<file path="src/rtl/wasm_stack_pkg.sv">
// Shared encodings and width helpers for the WASM operand stack and its clients.
package wasm_stack_pkg;

    typedef enum logic [1:0] {
        OP_ALU     = 2'd0,
        OP_ENTER   = 2'd1,
        OP_EXIT    = 2'd2,
        OP_ILLEGAL = 2'd3
    } op_kind_e;

    typedef enum logic [2:0] {
        TRAP_NONE      = 3'd0,
        TRAP_UNDERFLOW = 3'd1,
        TRAP_OVERFLOW  = 3'd2,
        TRAP_FRAME_OVF = 3'd3,
        TRAP_FRAME_UNF = 3'd4,
        TRAP_ILLEGAL   = 3'd5
    } trap_code_e;

    // Bits needed to hold a count in the range 0..n inclusive.
    function automatic int count_w(input int n);
        return $clog2(n + 1);
    endfunction

endpackage

</file>
<file path="src/rtl/wasm_frame_stack.sv">
// LIFO of frame base pointers; one entry per open block/loop/call frame.
module wasm_frame_stack #(
    parameter int FRAMES  = 8,
    parameter int ENTRY_W = 5
) (
    input  logic                      clk,
    input  logic                      rst_n,
    input  logic                      push,
    input  logic                      pop,
    input  logic [ENTRY_W-1:0]        push_data,
    output logic [ENTRY_W-1:0]        top,
    output logic                      full,
    output logic                      empty,
    output logic [$clog2(FRAMES):0]   count
);
    localparam int AW = $clog2(FRAMES);
    localparam int CW = AW + 1;

    logic [ENTRY_W-1:0] mem [FRAMES];
    logic [CW-1:0]      count_q;

    assign full  = (count_q == CW'(FRAMES));
    assign empty = (count_q == '0);
    assign count = count_q;
    assign top   = empty ? '0 : mem[AW'(count_q - CW'(1))];

    // Frame base storage; contents are not reset, only the count is.
    always_ff @(posedge clk) begin
        if (push && !full) mem[count_q[AW-1:0]] <= push_data;
    end

    // Occupancy count; the caller never pushes and pops in the same cycle.
    always_ff @(posedge clk or negedge rst_n) begin
        if (!rst_n)               count_q <= '0;
        else if (push && !full)   count_q <= count_q + CW'(1);
        else if (pop && !empty)   count_q <= count_q - CW'(1);
    end

endmodule

</file>
<file path="src/rtl/wasm_operand_stack.sv">
// Operand stack with pop window, multi-push, frame unwinding and a sticky trap.
module wasm_operand_stack
    import wasm_stack_pkg::*;
#(
    parameter int DATA_W   = 32,
    parameter int DEPTH    = 16,
    parameter int WIN      = 3,
    parameter int MAX_PUSH = 2,
    parameter int FRAMES   = 8
) (
    input  logic                               clk,
    input  logic                               rst_n,
    input  logic                               op_valid,
    input  logic [1:0]                         op_kind,
    input  logic [$clog2(WIN+1)-1:0]           pop_num,
    input  logic [$clog2(MAX_PUSH+1)-1:0]      push_num,
    input  logic [$clog2(MAX_PUSH+1)-1:0]      keep_num,
    input  logic [DATA_W*MAX_PUSH-1:0]         push_data,
    output logic [DATA_W*WIN-1:0]              win_data,
    output logic [WIN-1:0]                     win_valid,
    output logic [$clog2(DEPTH):0]             depth,
    output logic [$clog2(FRAMES):0]            frame_depth,
    output logic                               trap,
    output logic [2:0]                         trap_code,
    input  logic                               trap_clr
);
    localparam int AW = $clog2(DEPTH);
    localparam int DW = count_w(DEPTH);
    localparam int XW = DW + 1;

    logic [DATA_W-1:0] mem [DEPTH];
    logic [DW-1:0]     depth_q;
    logic              trap_q;
    trap_code_e        code_q;

    logic [DW-1:0]     frame_top;
    logic              frame_full, frame_empty, frame_push, frame_pop;

    logic [XW-1:0]     depth_x, pop_x, push_x, keep_x, base_x, after_pop_x, after_push_x;
    op_kind_e          kind;
    trap_code_e        err;
    logic              accept, commit;
    logic [DW-1:0]     depth_next;

    logic [MAX_PUSH-1:0] wr_en;
    logic [AW-1:0]       wr_addr [MAX_PUSH];
    logic [DATA_W-1:0]   wr_data [MAX_PUSH];

    assign kind         = op_kind_e'(op_kind);
    assign depth_x      = XW'(depth_q);
    assign pop_x        = XW'(pop_num);
    assign push_x       = XW'(push_num);
    assign keep_x       = XW'(keep_num);
    assign base_x       = XW'(frame_top);
    assign after_pop_x  = depth_x - pop_x;
    assign after_push_x = after_pop_x + push_x;

    assign accept     = op_valid && !trap_q && !trap_clr;
    assign commit     = accept && (err == TRAP_NONE);
    assign frame_push = commit && (kind == OP_ENTER);
    assign frame_pop  = commit && (kind == OP_EXIT);

    assign depth     = depth_q;
    assign trap      = trap_q;
    assign trap_code = code_q;

    wasm_frame_stack #(
        .FRAMES  (FRAMES),
        .ENTRY_W (DW)
    ) u_frames (
        .clk       (clk),
        .rst_n     (rst_n),
        .push      (frame_push),
        .pop       (frame_pop),
        .push_data (DW'(after_pop_x)),
        .top       (frame_top),
        .full      (frame_full),
        .empty     (frame_empty),
        .count     (frame_depth)
    );

    // Pre-commit checks in priority order: illegal, frame, underflow, overflow.
    always_comb begin
        err = TRAP_NONE;
        case (kind)
            OP_ALU: begin
                if (pop_x > depth_x)                 err = TRAP_UNDERFLOW;
                else if (after_push_x > XW'(DEPTH))  err = TRAP_OVERFLOW;
            end
            OP_ENTER: begin
                if (frame_full)                      err = TRAP_FRAME_OVF;
                else if (pop_x > depth_x)            err = TRAP_UNDERFLOW;
            end
            OP_EXIT: begin
                if (frame_empty)                     err = TRAP_FRAME_UNF;
                else if (depth_x < base_x + keep_x)  err = TRAP_UNDERFLOW;
            end
            default:                                 err = TRAP_ILLEGAL;
        endcase
    end

    // Write ports: ALU pushes land above the popped region, EXIT slides kept results down to the base.
    always_comb begin
        for (int k = 0; k < MAX_PUSH; k++) begin
            wr_en[k]   = 1'b0;
            wr_addr[k] = '0;
            wr_data[k] = '0;
            if (commit && kind == OP_ALU && k < int'(push_num)) begin
                wr_en[k]   = 1'b1;
                wr_addr[k] = AW'(after_pop_x + XW'(k));
                wr_data[k] = push_data[k*DATA_W +: DATA_W];
            end else if (commit && kind == OP_EXIT && k < int'(keep_num)) begin
                wr_en[k]   = 1'b1;
                wr_addr[k] = AW'(base_x + XW'(k));
                wr_data[k] = mem[AW'(depth_x - keep_x + XW'(k))];
            end
        end
    end

    // Depth after a successful op.
    always_comb begin
        depth_next = depth_q;
        case (kind)
            OP_ALU:  depth_next = DW'(after_push_x);
            OP_EXIT: depth_next = DW'(base_x + keep_x);
            default: depth_next = depth_q;
        endcase
    end

    // Operand storage; not reset, only written by committed ops.
    always_ff @(posedge clk) begin
        for (int k = 0; k < MAX_PUSH; k++) begin
            if (wr_en[k]) mem[wr_addr[k]] <= wr_data[k];
        end
    end

    // Depth and sticky trap; a clear wins over any op in the same cycle.
    always_ff @(posedge clk or negedge rst_n) begin
        if (!rst_n) begin
            depth_q <= '0;
            trap_q  <= 1'b0;
            code_q  <= TRAP_NONE;
        end else if (trap_clr) begin
            trap_q <= 1'b0;
            code_q <= TRAP_NONE;
        end else if (accept) begin
            if (err != TRAP_NONE) begin
                trap_q <= 1'b1;
                code_q <= err;
            end else begin
                depth_q <= depth_next;
            end
        end
    end

    // Read window: slot i is the entry at depth-1-i, zero when absent.
    always_comb begin
        for (int i = 0; i < WIN; i++) begin
            win_valid[i] = depth_x > XW'(i);
            win_data[i*DATA_W +: DATA_W] = win_valid[i] ? mem[AW'(depth_x - XW'(1) - XW'(i))] : '0;
        end
    end

endmodule

</file>
<file path="config.mk">
export PLATFORM = sky130hd
export DESIGN_NAME = wasm_operand_stack
export DESIGN_NICKNAME = d
export VERILOG_FILES = /design/src/rtl/wasm_stack_pkg.sv /design/src/rtl/wasm_frame_stack.sv /design/src/rtl/wasm_operand_stack.sv
export SDC_FILE = /design/constraint.sdc
export NUM_CORES = 2
export LEC_CHECK = 0
export ABC_CLOCK_PERIOD_IN_PS = 20500
export CORE_UTILIZATION = 45
export DETAILED_ROUTE_END_ITERATION = 10
export GPL_TIMING_DRIVEN = 0
export MAX_ROUTING_LAYER = met4
export SKIP_CTS_REPAIR_TIMING = 1
export SYNTH_ARGS = -nofsm -noshare
export SYNTH_HDL_FRONTEND = slang
export SYNTH_HIERARCHICAL = 1
export SYNTH_SLANG_ARGS = --single-unit
</file>
<file path="constraint.sdc">
create_clock -name clk -period 20.5 [get_ports clk]
set_input_delay 4.1 -clock clk [delete_from_list [all_inputs] [get_ports clk]]
set_output_delay 4.1 -clock clk [all_outputs]
set_load 0.02 [all_outputs]
</file>
==> reports/metrics.yaml <==
status: "complete, but fails checks"
violations: "capacitance limit, slew limit"
min_to: "trap_code[1]$_DFFE_PN0P_"
wire_per_inst_um: 48.72
coreArea_um2: 100700
clock_path_buffers: 3
start_kind: "flop"
vias: 37230
tritoncts: "built"
tns_ns: 0
worstHoldStart: "trap_code[1]$_DFFE_PN0P_"
vias_per_cell: 7.939
grt_use_total_pct: 45.45
r2r-start: "depth[0]$_DFFE_PN0P_"
syn-cell-area_um2: 45970
portBuffers: 186
final_cell_area_um2: 53200
insertion_delay_ns: 0.67
syn_inst: 2965
num_io_pins: 188
maxCapViolations: 17
ys_seq_area_share_pct: 36.76
start_util_pct: 45.64
row_count: 116
synth.ff_latch_count: 565
die_w_um: 321.6
finalHoldViolations: 0
ant_nets: 0
grt_pass1_wl_um: 306600
synth-warning-count: 6
antenna_found_initial: 5
fin_nets: 3373
ff2ff_path_depth: 16
rsz0062_at_grt: "no"
hold_slack_ns: 0.4991
first_iter_violations: 6697
gp_congestion: 1.020
critPathCaptureType: "output pin"
path_max_fanout: 11
arrival_ns: 8.62
clock.fmax_mhz: 78.61
setup_viol: 0
root_buffer: "clkbuf_16"
finClkSkew_ns: 0.02786
rrSetupSlack_ns: 12.34
synth_cell_type_count: 80
clk_pin_slew_worst_paths_ns: 0.06
ys.flop_type: "edfxtp_1"
routed_wl_um: 228500
grt_pass1_vias: 36530
async_flop_share_pct: 2.301
areaGrowthSynthToFinish_pct: 15.73
grt_max_degree: 17
reg2reg_to: "mem[14][31]$_DFFE_PP_"
htreeDepth: 3
grt.overflow.total: 0
synth_edf_count: 552
tritoncts.num_buffers: 74
die_h_um: 321.6
dpl.hpwl_um: 152600
utilization_pct: 52.82
final-max-slew-violation-count: 184
period_share_pct: 62.05
worstMarginPinSlew_ns: 1.603
synth_area_per_cell_um2: 15.51
first_pass_iters: 7
cts_num_sinks: 565
fin_crit_ns: 12.72
placed_cell_area_um2: 50730
dieArea_um2: 103400
critPathKind: "flop to output pin"
fillCellCount: 8358
drc: 0
max_slew_margin_pct: -6.855
cp.required_ns: 16.40
drive_above_1_share_pct: 34.73
holdCritPathClass: "flop to flop"
synth_nets: 3069
hold_depth: 2
final cells by class:
class	count	area, um2	share of cell area, %
tap	1357	1698	3.191
sequential	565	16900	31.77
buffer	354	1798	3.379
clock buffer	96	2041	3.836
clock inverter	37	342.8	0.6444
antenna	7	17.52	0.03292
timing repair buffer	228	2890	5.432
multi-input combinational	2024	27430	51.56
inverter	22	82.58	0.1552
state kept, by name, indices dropped and copies added, names as in the netlist:
| name | cells |
|---|---|
| mem | 512 |
| depth | 5 |
| u_frames/mem | 40 |
| trap | 1 |
| u_frames/count | 4 |
| trap_code | 3 |
cells by family (layout without fill, tap and decap cells):
| kind of cell | after synthesis | after routing | share of synthesized area (%) |
|---|---|---|---|
| compound gates | 343 | 343 | 5.506 |
| xor+xnor | 23 | 23 | 0.5008 |
| fa+ha+maj | 28 | 28 | 0.8274 |
| buf+inv | 376 | 737 | 3.987 |
| flops | 565 | 565 | 36.76 |
| mux | 1359 | 1359 | 49.08 |
| other cells | 0 | 7 | 0 |
| simple gates | 271 | 271 | 3.331 |
cell usage after synthesis, drive strengths merged (3+ instances only):
| master | instances | area (um2) |
|---|---|---|
| ha | 24 | 300.3 |
| inv | 20 | 75.07 |
| xnor2 | 14 | 137.6 |
| a21oi | 81 | 626.9 |
| nand3 | 7 | 35.03 |
| or3 | 4 | 30.03 |
| and2 | 68 | 425.4 |
| o31ai | 4 | 48.79 |
| o21bai | 7 | 52.55 |
| o21ai | 40 | 226.5 |
| fa | 4 | 80.08 |
| nand2 | 36 | 135.1 |
| nand4 | 4 | 25.02 |
| nor4 | 3 | 18.77 |
| edfxtp | 552 | 16580 |
| nor3 | 17 | 101.4 |
| o22ai | 36 | 225.2 |
| xor2 | 8 | 70.07 |
| buf | 189 | 1126 |
| nand2b | 8 | 50.05 |
| clkbuf | 165 | 624.4 |
| o32ai | 3 | 26.28 |
| nor3b | 8 | 65.06 |
| a21o | 5 | 37.54 |
| mux4 | 714 | 16110 |
| nor2b | 67 | 419.2 |
| a211oi | 135 | 1023 |
| dfrtp | 13 | 325.3 |
| a31oi | 10 | 68.81 |
| nor2 | 39 | 148.9 |
| mux2i | 643 | 6436 |
layer usage:
metal | global-route usage [%] | vias to the layer above | wire length [um]
li1 | - | 13310 | -
met1 | 54.92 | 18890 | 78330
met2 | 64.52 | 4092 | 98320
met3 | 17.03 | 946 | 34890
met4 | 27.60 | 0 | 16970
met5 | - | - | 0
worst max-delay path by stage:
stage                              start               endpoint  slack, ns  cells past startpoint
CTS                 depth[0]$_DFFE_PN0P_           win_data[64]       7.63                     13
detailed placement  depth[0]$_DFFE_PN0P_           win_data[64]       8.37                     13
floorplan                     pop_num[0]   mem[11][0]$_DFFE_PP_      10.64                     13
global placement              pop_num[0]  mem[13][17]$_DFFE_PP_       2.99                     14
global route        depth[0]$_DFFE_PN0P_           win_data[64]       7.79                     13
finish              depth[0]$_DFFE_PN0P_           win_data[64]       7.78                     13
placed cells by master, fill, tap and decap left out, drive strengths merged, types with 5 or more instances in the layout:
cell type      netlist  final
xor2                 8      8
o21bai               7      7
o21ai               40     40
a31oi               10     10
nand2b               8      8
clkdlybuf4s50        0    186
ha                  24     24
diode                0      7
a21oi               81     81
nor2b               67     67
nor2                39     39
mux4               714    714
nor3                17     17
nand3                7      7
dfrtp               13     13
edfxtp             552    552
buf                189    228
a21o                 5      5
nand2               36     36
bufinv               0      6
mux2i              643    643
inv                 20     21
and2                68     68
clkinv               2     30
nor3b                8      8
o22ai               36     36
xnor2               14     14
clkbuf             165    264
a211oi             135    135
through the flow:
step / cells / worst slack, ns
after global placement: 4508 / 2.986
after floorplan: 2965 / 10.64
after CTS: 4680 / 7.631
final: 4690 / 7.780
after global routing: 4688 / 7.787
after detailed placement: 4547 / 8.367
critical path: stages (launching register included):
cell and delay (ns):
dfrtp_1 0.40, clkbuf_1 0.50, clkinv_1 0.62, ha_1 0.44, xnor2_2 0.72, clkbuf_2 0.72
ha_1 0.25, clkbuf_1 0.46, clkbuf_1 0.91, clkbuf_1 1.09, mux4_2 0.43, mux4_2 0.49
and2_1 0.30, clkdlybuf4s50_1 0.60
Power is not shown: default switching activity piles up to over one toggle a cycle in this logic, so the estimate is an artifact.
